`config.mk`:
```
export PLATFORM = sky130hd
export DESIGN_NAME = uart_byte_tx
export DESIGN_NICKNAME = d
export VERILOG_FILES = /design/src/rtl/uart_pkg.sv /design/src/rtl/uart_baud_gen.sv /design/src/rtl/uart_byte_tx.sv
export SDC_FILE = /design/constraint.sdc
export NUM_CORES = 1
export LEC_CHECK = 0
export BUFFER_PORTS_ARGS = -buffer_cell sky130_fd_sc_hd__buf_2
export CORE_ASPECT_RATIO = 0.75
export CORE_MARGIN = 2
export CORE_UTILIZATION = 55
export CTS_CLUSTER_SIZE = 30
export DETAILED_ROUTE_END_ITERATION = 10
export PLACE_DENSITY = 0.75
export SYNTH_ARGS = -nofsm -noshare
export SYNTH_HDL_FRONTEND = slang
export SYNTH_SLANG_ARGS = --single-unit
```
`constraint.sdc`:
```
create_clock -name Clk -period 2.9 [get_ports Clk]
set_input_delay 0.58 -clock Clk [delete_from_list [all_inputs] [get_ports Clk]]
set_output_delay 0.58 -clock Clk [all_outputs]
set_load 0.02 [all_outputs]
```
`src/rtl/uart_pkg.sv`:
```
// uart_pkg: constants and the FSM state type shared by uart_byte_tx and uart_byte_rx.
// Holds the baud_set encodings, the bit-period divisors for a 50 MHz clock and
// a helper that chooses between the fixed divisors and a derived one.
package uart_pkg;

    localparam int CLK_FREQ_50M = 50_000_000;

    localparam logic [2:0] BAUD_SEL_9600   = 3'd0;
    localparam logic [2:0] BAUD_SEL_19200  = 3'd1;
    localparam logic [2:0] BAUD_SEL_38400  = 3'd2;
    localparam logic [2:0] BAUD_SEL_57600  = 3'd3;
    localparam logic [2:0] BAUD_SEL_115200 = 3'd4;

    localparam int RATE_9600   = 9600;
    localparam int RATE_19200  = 19200;
    localparam int RATE_38400  = 38400;
    localparam int RATE_57600  = 57600;
    localparam int RATE_115200 = 115200;

    localparam logic [12:0] DIV_9600_50M   = 13'd5208;
    localparam logic [12:0] DIV_19200_50M  = 13'd2604;
    localparam logic [12:0] DIV_38400_50M  = 13'd1302;
    localparam logic [12:0] DIV_57600_50M  = 13'd868;
    localparam logic [12:0] DIV_115200_50M = 13'd434;

    typedef enum logic [2:0] {
        IDLE   = 3'd0,
        START  = 3'd1,
        DATA   = 3'd2,
        PARITY = 3'd3,
        STOP   = 3'd4
    } uart_state_e;

    // Bit period in clock cycles: the tabulated value at 50 MHz, otherwise derived.
    function automatic logic [12:0] bitPeriod(input int clkFreqHz, input int rate,
                                              input logic [12:0] div50M);
        if (clkFreqHz == CLK_FREQ_50M) begin
            return div50M;
        end
        return 13'(clkFreqHz / rate);
    endfunction

endpackage

```
`src/rtl/uart_baud_gen.sv`:
```
// uart_baud_gen: counts 0..DIV-1 for the selected rate and flags the last
// cycle of each bit period. clear_i holds the count at zero so a new frame
// always starts on a fresh bit boundary.
module uart_baud_gen
    import uart_pkg::*;
#(
    parameter int CLK_FREQ_HZ = 50_000_000
) (
    input  logic       clk_i,
    input  logic       reset_i,
    input  logic       clear_i,
    input  logic [2:0] baudSel_i,
    output logic       tick_o
);

    localparam logic [12:0] DIV_9600   = bitPeriod(CLK_FREQ_HZ, RATE_9600,   DIV_9600_50M);
    localparam logic [12:0] DIV_19200  = bitPeriod(CLK_FREQ_HZ, RATE_19200,  DIV_19200_50M);
    localparam logic [12:0] DIV_38400  = bitPeriod(CLK_FREQ_HZ, RATE_38400,  DIV_38400_50M);
    localparam logic [12:0] DIV_57600  = bitPeriod(CLK_FREQ_HZ, RATE_57600,  DIV_57600_50M);
    localparam logic [12:0] DIV_115200 = bitPeriod(CLK_FREQ_HZ, RATE_115200, DIV_115200_50M);

    logic [12:0] cnt_q;
    logic [12:0] cnt_d;
    logic [12:0] lastCnt;

    // Terminal count for the selected rate; unused encodings fall back to 115200.
    always_comb begin
        lastCnt = DIV_115200 - 13'd1;
        case (baudSel_i)
            BAUD_SEL_9600:   lastCnt = DIV_9600   - 13'd1;
            BAUD_SEL_19200:  lastCnt = DIV_19200  - 13'd1;
            BAUD_SEL_38400:  lastCnt = DIV_38400  - 13'd1;
            BAUD_SEL_57600:  lastCnt = DIV_57600  - 13'd1;
            BAUD_SEL_115200: lastCnt = DIV_115200 - 13'd1;
            default:         lastCnt = DIV_115200 - 13'd1;
        endcase
    end

    assign tick_o = (cnt_q == lastCnt);

    // Next count: wrap at the bit boundary, hold at zero while cleared.
    always_comb begin
        cnt_d = cnt_q + 13'd1;
        if (tick_o || clear_i) begin
            cnt_d = 13'd0;
        end
    end

    // Bit-period counter register.
    always_ff @(posedge clk_i) begin
        if (reset_i) begin
            cnt_q <= 13'd0;
        end else begin
            cnt_q <= cnt_d;
        end
    end

endmodule

```
`src/rtl/uart_byte_tx.sv`:
```
// uart_byte_tx: 8-bit UART transmitter, start bit, LSB-first data, one stop bit.
// Define UART_TX_PARITY_EN to insert an even-parity bit after Data[7].
// A request is accepted while idle or in the last stop-bit cycle, which lets
// frames run back to back without an idle gap.
module uart_byte_tx
    import uart_pkg::*;
#(
    parameter int CLK_FREQ_HZ = 50_000_000
) (
    input  logic       Clk,
    input  logic       Reset,
    input  logic       Send_En,
    input  logic [7:0] Data,
    input  logic [2:0] baud_set,
    output logic       uart_tx,
    output logic       Tx_Done,
    output logic       Tx_Busy
);

    uart_state_e state_q;
    uart_state_e state_d;
    logic [7:0]  data_q;
    logic [7:0]  data_d;
    logic [2:0]  baudSel_q;
    logic [2:0]  baudSel_d;
    logic [2:0]  bitIdx_q;
    logic [2:0]  bitIdx_d;
    logic        txLine_q;
    logic        txLine_d;
    logic [2:0]  nextIdx;
    logic        bitTick;
    logic        accept;
    logic        cntClear;

    uart_baud_gen #(
        .CLK_FREQ_HZ(CLK_FREQ_HZ)
    ) u_baud_gen (
        .clk_i    (Clk),
        .reset_i  (Reset),
        .clear_i  (cntClear),
        .baudSel_i(baudSel_q),
        .tick_o   (bitTick)
    );

    assign accept   = Send_En && ((state_q == IDLE) || ((state_q == STOP) && bitTick));
    assign cntClear = accept || (state_q == IDLE);
    assign nextIdx  = bitIdx_q + 3'd1;

    assign uart_tx = txLine_q;
    assign Tx_Done = (state_q == STOP) && bitTick;
    assign Tx_Busy = (state_q != IDLE);

    // Frame sequencing: advance one bit per tick, load the line value for the next bit.
    always_comb begin
        state_d   = state_q;
        data_d    = data_q;
        baudSel_d = baudSel_q;
        bitIdx_d  = bitIdx_q;
        txLine_d  = txLine_q;
        case (state_q)
            IDLE: begin
                txLine_d = 1'b1;
            end
            START: begin
                if (bitTick) begin
                    state_d  = DATA;
                    bitIdx_d = 3'd0;
                    txLine_d = data_q[0];
                end
            end
            DATA: begin
                if (bitTick) begin
                    if (bitIdx_q == 3'd7) begin
`ifdef UART_TX_PARITY_EN
                        state_d  = PARITY;
                        txLine_d = ^data_q;
`else
                        state_d  = STOP;
                        txLine_d = 1'b1;
`endif
                    end else begin
                        bitIdx_d = nextIdx;
                        txLine_d = data_q[nextIdx];
                    end
                end
            end
            PARITY: begin
`ifdef UART_TX_PARITY_EN
                if (bitTick) begin
                    state_d  = STOP;
                    txLine_d = 1'b1;
                end
`else
                state_d  = IDLE;
                txLine_d = 1'b1;
`endif
            end
            STOP: begin
                if (bitTick) begin
                    state_d  = IDLE;
                    txLine_d = 1'b1;
                end
            end
            default: begin
                state_d  = IDLE;
                txLine_d = 1'b1;
            end
        endcase
        if (accept) begin
            state_d   = START;
            data_d    = Data;
            baudSel_d = baud_set;
            bitIdx_d  = 3'd0;
            txLine_d  = 1'b0;
        end
    end

    // State, latched request and serial line registers; reset idles the line high.
    always_ff @(posedge Clk) begin
        if (Reset) begin
            state_q   <= IDLE;
            data_q    <= 8'h00;
            baudSel_q <= BAUD_SEL_9600;
            bitIdx_q  <= 3'd0;
            txLine_q  <= 1'b1;
        end else begin
            state_q   <= state_d;
            data_q    <= data_d;
            baudSel_q <= baudSel_d;
            bitIdx_q  <= bitIdx_d;
            txLine_q  <= txLine_d;
        end
    end

endmodule
```
==> flow_summary.yaml, run 1 <==
run_status:
  status: "finished, final reports clean"
routing:
  drc: 0
  wl_mm: 3.70
  drtPass1Iterations: 4
  wire_per_inst_um: 13.4
  vias: 1564
  first_iter_violations: 84
  final_antenna_net_count: 0
  vias_per_cell: 5.67
critical_path:
  worstSetupStartpointType: "flop"
  critPathArrivalTime_ps: 2200
  worstPathCellList: "a211o_1 > o21ai_0 > nand3b_4 > nor4_4 > and3_1 > buf_2"
  worstSetupPathType: "reg -> out"
  crit_fanout: 11
  crit_path_top_delay_cell: "o21ai_0"
  cpPeakStageDelay_ps: 420
  crit_required_ps: 2320
  cp-end-kind: "output port"
global_route:
  grt_max_degree: 24
  grt_remaining_overflow: 0
  grt_pass1_vias: 1388
  grt_use_total_pct: 20.3
  antenna_found_initial: 0
  grt_pass1_wl_mm: 6.40
final_layout:
  nets: 252
  final_cells: 276
  drive_above_1_share_pct: 16.1
  antenna_cells: 0
  layout_common_cells: "30 x dfxtp_1, 28 x nand2_1, 26 x nor2_1"
  final_common_cell: "dfxtp_1"
  fill_cells: 290
  syn_to_final_growth_pct: 7.14
timing:
  fmax_mhz: 360
  worst_pin_slew_ps: 638
  maxSlewViolCount: 0
  setup_tns_ps: 0
  hold_viol: 0
  min_period_ps: 2780
  fin_crit_sh_pct: 95.8
  rsz0062_at_grt: "no"
  clock_skew_ps: 9.91
  setup_viol: 0
  maxSlewHeadroom_pct: 57.4
placement:
  dp_cells: 268
  hpwl_mm: 2.68
  routabilityCongestion: 0.827
  port_buffers: 16
yosys:
  synth_area_um2: 1930
  synth_cell_types: 50
  synth.area.mux_share_pct: 10.7
  synth_enable_flop_cells: 0
  syn_nets: 243
  synth-async-reset-ratio_pct: 0
  synthAdderAreaFrac_pct: 1.95
  synthCells: 226
  ys_seq_area_share_pct: 32.2
  synthSimpleGateAreaFrac_pct: 29.2
  synth_top_family_by_area: "simple AND/OR/NAND/NOR gates"
  yosys_warnings: 0
  postSynthAreaPerCell_um2: 8.53
  ys_ff_latch: 31
  synth_xor_xnor_area_share_pct: 6.36
  synth_flop_cell: "dfxtp_1"
  synth_compound_area_share_pct: 13.1
floorplan:
  die_x_um: 72.3
  die_area_um2: 4000
  num_rows: 18
  initial_core_util_pct: 58.2
  die_height_um: 55.3
  io_pins: 17
  core_area_um2: 3310
pwr:
  finalPower_w: 0.000906
  p_leak_nw: 0.777
  ir_worst_vdd_uv: 359
  p_per_area_nw_per_um2: 439
cts:
  cts_root_buf: "clkbuf_8"
  clk_path_buf_depth: 2
  hold_buffers: 0
  cts_tree: "done"
  clock-sinks: 31
  cts_made_buffers: 5
  cts_setup_buffers: 0
  cts.htree.levels: 2
  clk_pin_slew_worst_paths_ps: 70
  clkLatencyLatePin_ps: 290
min_path:
  hold_class: "reg -> reg"
run:
  drv_cap: 0
-- logic make-up (layout without fill, tap and decap cells) --
group           count (synthesis)  count (layout)
mux                            18              18
compound gates                 35              35
flops                          31              31
fa+ha+maj                       3               3
xor+xnor                       14              14
buf+inv                        22              32
simple gates                  103             103
-- final timing paths --
check                            start                endpoint  slack (ps)  cells after the start
min             data_q[2]$_SDFFE_PP0P_  data_q[2]$_SDFFE_PP0P_         450                      2
min reg2reg     data_q[2]$_SDFFE_PP0P_  data_q[2]$_SDFFE_PP0P_         450                      2
max reg2reg  baudSel_q[2]$_SDFFE_PP0P_    uart_tx$_SDFFE_PP1P_         440                      8
max          baudSel_q[2]$_SDFFE_PP0P_                 Tx_Done         120                      6
-- flip-flops by register name, indices dropped and copies added (netlist names) --
name,flops
u_baud_gen.cnt_q,13
uart_tx,1
data_q,8
bitIdx_q,3
baudSel_q,3
state_q,3
-- through the flow --
| step | util (%) | instance area, um^2 | setup WS (ps) | hold WS [ps] |
|---|---|---|---|---|
| CTS | 62.3 | 2060 | 91.8 | 458 |
| finish | 62.4 | 2060 | 122 | 454 |
| floorplan | - | 1930 | 399 | 432 |
| detailed placement | 59.8 | 1980 | 404 | 448 |
| global placement | 59.8 | 1980 | 434 | 442 |
| global route | 62.4 | 2060 | 14.6 | 481 |
-- cell type report --
class / instances / area, um^2 / share of cell area (%)
well taps: 40 / 50.0 / 2.42
flip-flops and latches: 31 / 622 / 30.1
clock inverters: 2 / 12.5 / 0.606
clock buffers: 6 / 72.6 / 3.52
repair buffers: 20 / 110 / 5.33
inverters: 4 / 15.0 / 0.727
multi-input cells: 173 / 1180 / 57.3
-- critical path, delay by kind of cell (launching register included) --
kind / cells / cell delay (ps)
AOI/OAI and AO/OA: 2 / 720
DFF: 1 / 410
and+or+nand+nor: 3 / 600
buffers and inverters: 1 / 150
-- cells in the mapped netlist, types with 3 or more instances --
cell type   n  area, um^2
dfxtp_1    31         621
nand2_1    28         105
nor2_1     26        97.6
mux2i_1    15         150
nand3_1    10        50.1
clkbuf_1    9        33.8
xor2_1      8        70.1
nand2b_1    6        37.5
nor3_1      6        30.0
o21ai_0     6        30.0
xnor2_1     6        52.6
a21oi_1     5        25.0
buf_2       5        25.0
nor2b_1     5        31.3
o31ai_1     5        37.5
inv_1       4        15.0
and3_1      3        18.8
ha_1        3        37.5
o211ai_1    3        22.5
-- per-layer routing --
layer  wire length, um  up-vias  part of all wire, %  global-route usage [%]
met4                70        0                  1.9                    8.09
met3               184        8                  5.0                    4.93
li1                  -      814                    -                       -
met2              1440       35                   39                    25.8
met1              2010      707                   54                    32.0
met5                 0        -                    0                       0
-- where the power goes --
group	internal [W]	leakage [nW]	total, W	switching, W
Sequential	0.000441	0.253	0.000459	0.0000178
Clock	0.000167	0.0412	0.000339	0.000171
Combinational	0.0000506	0.483	0.000108	0.0000577
Total	0.000659	0.777	0.000906	0.000247
-- timing repair --
item / CTS / global route
resized for setup: 0 / 1
endpoints found under the setup margin: 0 / 1
endpoints found under the hold margin: 0 / 0
(Power assumes the default switching activity.)
==> run 2, diff against run 1 <==
--- a/config.mk
+++ b/config.mk
@@ -12,6 +12,7 @@
 export CTS_CLUSTER_SIZE = 30
 export DETAILED_ROUTE_END_ITERATION = 10
 export PLACE_DENSITY = 0.75
+export RECOVER_POWER = 25
 export SYNTH_ARGS = -nofsm -noshare
 export SYNTH_HDL_FRONTEND = slang
 export SYNTH_SLANG_ARGS = --single-unit
==> run 2 against run 1 <==
Compared with the run above:
- cell count unchanged
- cell area down 0.30%
- critical path type unchanged
- non-clock buffer count unchanged
- wire length unchanged
- global-route usage unchanged
- flip-flop and latch count unchanged
==> flow_summary.yaml, run 2 (synthesis gave the netlist of run 1 again) <==
final_layout:
  final_area_um2: 2060
  drive_above_1_share_pct: 14.8
  biggestRegsByFlops: "u_baud_gen.cnt_q: 13 flops, data_q: 8 flops"
  top_register: "u_baud_gen.cnt_q"
  largest_register_ffs: 13
  antenna_cells: 0
  layout_common_cells: "30 x dfxtp_1, 28 x nand2_1, 26 x nor2_1"
  final_common_cell: "dfxtp_1"
  nets: 252
  syn_to_final_growth_pct: 6.82
global_route:
  antenna_found_initial: 0
  grt_pass1_wl_mm: 6.40
  grt_remaining_overflow: 0
  grt_max_degree: 24
  grt_use_total_pct: 20.3
  grt_pass1_vias: 1388
timing:
  setup_viol: 0
  hold_slack_ps: 454
  fmax_mhz: 361
  rsz0062_at_grt: "no"
  min_period_ps: 2770
  hold_viol: 0
  maxSlewViolCount: 0
  worst_pin_slew_ps: 639
  worst_slack_ps: 130
  setup_tns_ps: 0
  fin_crit_sh_pct: 95.5
  clock_skew_ps: 9.24
  maxSlewHeadroom_pct: 57.3
floorplan:
  initial_core_util_pct: 58.2
  io_pins: 17
  core_area_um2: 3310
  die_area_um2: 4000
  die_height_um: 55.3
  die_x_um: 72.3
  num_rows: 18
pwr:
  p_seq_share_pct: 50.7
  cell_internal_pwr_w: 0.000658
  p_switching_w: 0.000246
  p_leak_nw: 0.767
  ir_worst_vdd_uv: 358
  combPwrFrac_pct: 11.9
  clockPowerShare_pct: 37.4
  switching_share_pct: 27.2
  p_per_area_nw_per_um2: 439
routing:
  vias: 1549
  first_iter_violations: 93
  final_antenna_net_count: 0
  drc: 0
  drtPass1Iterations: 4
  wire_per_inst_um: 13.4
  wl_mm: 3.70
  vias_per_cell: 5.61
critical_path:
  crit_fanout: 11
  worstSetupPathType: "reg -> out"
  cp-end-kind: "output port"
  critPathArrivalTime_ps: 2190
  crit_required_ps: 2320
  worstSetupStartpointType: "flop"
placement:
  routabilityCongestion: 0.827
  port_buffers: 16
  place_area_um2: 1980
  pre_cts_ws_ps: 404
  hpwl_mm: 2.68
cts:
  clk_path_buf_depth: 2
  clk_pin_slew_worst_paths_ps: 70
  cts.htree.levels: 2
  cts_made_buffers: 5
  clock-sinks: 31
  cts_setup_buffers: 0
  cts_tree: "done"
  clkLatencyLatePin_ps: 290
  cts_root_buf: "clkbuf_8"
  hold_buffers: 0
min_path:
  hold_class: "reg -> reg"
run:
  drv_cap: 0
run_status:
  status: "finished, final reports clean"
## run 2: changes by cell type in the layout (fill, tap and decap cells not counted)
cell,before,now
clkbuf_1,1,4
buf_2,16,14
buf_4,4,3
## run 2: final timing paths
path / slack [ps] / depth (start not counted) / from / end
setup / recovery: 130 / 6 / baudSel_q[2]$_SDFFE_PP0P_ / Tx_Done
hold / removal: 450 / 2 / data_q[2]$_SDFFE_PP0P_ / data_q[2]$_SDFFE_PP0P_
setup reg to reg: 300 / 8 / baudSel_q[2]$_SDFFE_PP0P_ / uart_tx$_SDFFE_PP1P_
hold reg to reg: 450 / 2 / data_q[2]$_SDFFE_PP0P_ / data_q[2]$_SDFFE_PP0P_
## run 2: layout make-up
class                   count  area (um^2)
multi-input cells         173         1180
fillers                   292         1250
clock inverters             2         12.5
inverters                   4         15.0
clock buffers               6         72.6
repair buffers             20          104
flip-flops and latches     31          622
well taps                  40         50.0
## run 2: per-layer routing
layer  share of wire [%]  routed length, um  up-vias  track usage [%]
met2                  38               1420       30             25.8
met5                   0                  0        -                0
li1                    -                  -      813                -
met3                 4.5                168        8             4.93
met1                  55               2050      698             32.0
met4                 1.9                 70        0             8.09
## run 2: power groups by stage
stage / sequential, W / clock (W) / combinational (W)
global route: 0.000461 / 0.000362 / 0.000120
finish: 0.000459 / 0.000338 / 0.000108
floorplan: 0.000459 / 0 / 0.0000971
global placement: 0.000467 / 0 / 0.000107
detailed placement: 0.000467 / 0 / 0.000108
CTS: 0.000458 / 0.000344 / 0.000109
## run 2: what timing repair did
action	CTS	global route
setup endpoints to repair	0	1
hold endpoints to repair	0	0
gates resized for setup	0	1
## run 2: critical path, cell delays in order (launching register included)
cell,delay [ps]
dfxtp_1,420
a211o_1,300
o21ai_0,420
nand3b_4,140
nor4_4,280
and3_1,180
buf_2,150
## run 2: metrics by stage
stage,instances,util [%],power (W)
after global routing,276,62.2,0.000943
after detailed placement,268,59.8,0.000576
after CTS,276,62.3,0.000911
final,276,62.2,0.000904
after global placement,268,59.8,0.000574
after floorplan,226,-,0.000556
==> run 3, diff against run 2 <==
--- a/config.mk
+++ b/config.mk
@@ -8,10 +8,10 @@
 export BUFFER_PORTS_ARGS = -buffer_cell sky130_fd_sc_hd__buf_2
 export CORE_ASPECT_RATIO = 0.75
 export CORE_MARGIN = 2
-export CORE_UTILIZATION = 55
+export CORE_UTILIZATION = 59
 export CTS_CLUSTER_SIZE = 30
 export DETAILED_ROUTE_END_ITERATION = 10
-export PLACE_DENSITY = 0.75
+export PLACE_DENSITY = 0.79
 export RECOVER_POWER = 25
 export SYNTH_ARGS = -nofsm -noshare
 export SYNTH_HDL_FRONTEND = slang
==> run 3 against run 2 <==
Compared with the run above:
- flip-flop and latch count did not move
- critical path type unchanged
- non-clock buffer count did not move
- register-to-register slack improved by 30 ps
- highest routed layer unchanged
==> flow_summary.yaml, run 3 (synthesis gave the netlist of run 1 again) <==
global_route:
  antenna_found_initial: 0
  grt_remaining_overflow: 0
  grt_max_degree: 24
  grt_use_total_pct: 23.8
  grt_pass1_vias: 1433
  grt_pass1_wl_mm: 6.88
critical_path:
  crit_fanout: 9
  crit_path_top_delay_cell: "dfxtp_1"
  cp-end-kind: "output port"
  critPathArrivalTime_ps: 2180
  worstSetupPathType: "reg -> out"
  worstSetupStartpointType: "flop"
  worstPathCellList: "or4b_1 > o311a_1 > nand3b_4 > nor4_4 > and3_1 > buf_2"
  crit_path_end: "Tx_Done"
  ff2ff_setup_slack_ps: 330
  worst_r2r_endpoint: "uart_tx$_SDFFE_PP1P_"
  startpoint: "u_baud_gen.cnt_q[10]$_SDFF_PP0_"
  reg2reg_depth: 8
  worstReg2RegStart: "u_baud_gen.cnt_q[10]$_SDFF_PP0_"
  crit_required_ps: 2320
  cpPeakStageDelay_ps: 480
pwr:
  p_leak_nw: 0.787
  ir_worst_vdd_uv: 341
  p_per_area_nw_per_um2: 489
run_status:
  status: "finished, final reports clean"
cts:
  clk_pin_slew_worst_paths_ps: 70
  cts_made_buffers: 5
  clock-sinks: 31
  cts_tree: "done"
  hold_buffers: 0
  clk_path_buf_depth: 2
  clkLatencyLatePin_ps: 290
  cts_root_buf: "clkbuf_8"
  cts_setup_buffers: 0
  cts.htree.levels: 2
placement:
  port_buffers: 16
  hpwl_mm: 2.77
  routabilityCongestion: 0.820
  place_area_um2: 1980
routing:
  vias: 1581
  drc: 0
  wire_per_inst_um: 14.5
  drtPass1Iterations: 4
  wl_mm: 3.96
  final_antenna_net_count: 0
  first_iter_violations: 164
  vias_per_cell: 5.77
final_layout:
  final_area_um2: 2080
  top_register: "u_baud_gen.cnt_q"
  drive_above_1_share_pct: 15.3
  layout_common_cells: "29 x dfxtp_1, 28 x nand2_1, 26 x nor2_1"
  syn_to_final_growth_pct: 8.12
  largest_register_ffs: 13
  antenna_cells: 0
  nets: 252
  final_common_cell: "dfxtp_1"
  biggestRegsByFlops: "u_baud_gen.cnt_q: 13 flops, data_q: 8 flops"
floorplan:
  num_rows: 17
  io_pins: 17
  initial_core_util_pct: 63.8
  core_area_um2: 3020
  die_x_um: 70.0
  die_height_um: 53.5
  die_area_um2: 3740
timing:
  clock_skew_ps: 9.23
  maxSlewViolCount: 0
  fmax_mhz: 363
  fin_crit_sh_pct: 95.0
  hold_slack_ps: 457
  rsz0062_at_grt: "no"
  worst_pin_slew_ps: 649
  setup_tns_ps: 0
  hold_viol: 0
  setup_viol: 0
  maxSlewHeadroom_pct: 56.7
  min_period_ps: 2760
min_path:
  hold_class: "reg -> reg"
run:
  drv_cap: 0
## run 3: final cells by class
class                           instances  area [um^2]
Clock buffer                            6         82.6
Tap cell                               38         47.5
Timing Repair Buffer                   20          104
Sequential cell                        31          623
Inverter                                4         15.0
Fill cell                             233          937
Multi-Input combinational cell        173         1180
Clock inverter                          2         35.0
## run 3: worst max-delay path: cells and delay by family, from the launching register on
family / cells / cell delay [ps]
AO/OA/AOI/OAI: 1 / 150
buffers and inverters: 1 / 160
flip-flops: 1 / 480
AND/OR/NAND/NOR: 4 / 1100
## run 3: per-layer routing
metal | up-vias | track usage, % | part of all wire, %
met4 | 0 | 7.37 | 0.78
li1 | 818 | - | -
met2 | 48 | 35.2 | 44
met5 | - | 0 | 0
met3 | 6 | 6.67 | 6.0
met1 | 709 | 33.6 | 50
## run 3: worst min path at each step
stage	startpoint	end	cells past startpoint
6_report	data_q[4]$_SDFFE_PP0P_	data_q[4]$_SDFFE_PP0P_	2
5_1_grt	data_q[2]$_SDFFE_PP0P_	data_q[2]$_SDFFE_PP0P_	2
4_1_cts	data_q[4]$_SDFFE_PP0P_	data_q[4]$_SDFFE_PP0P_	2
3_5_place_dp	data_q[4]$_SDFFE_PP0P_	data_q[4]$_SDFFE_PP0P_	2
3_3_place_gp	data_q[2]$_SDFFE_PP0P_	data_q[2]$_SDFFE_PP0P_	2
2_1_floorplan	data_q[4]$_SDFFE_PP0P_	data_q[4]$_SDFFE_PP0P_	2
## run 3: per-stage QoR
step                power, W  std cells  worst slack (ps)  utilization (%)
global placement    0.000574        266               437             65.4
finish               0.00102        274               145             69.0
floorplan           0.000556        226               399                -
CTS                  0.00102        274              66.5             69.3
global route         0.00105        274              28.6             69.0
detailed placement  0.000577        266               368             65.4
## run 3: timing repair
item	4_1_cts	5_1_grt
hold endpoints to repair	0	0
endpoints found under the setup margin	0	1
resized for setup	0	2
## run 3: power by group
part	switching [W]	internal (W)	leakage, nW	total [W]
Sequential	0.0000176	0.000441	0.253	0.000458
Clock	0.000172	0.000278	0.0612	0.000450
Combinational	0.0000602	0.0000498	0.473	0.000110
Total	0.000250	0.000769	0.787	0.00102
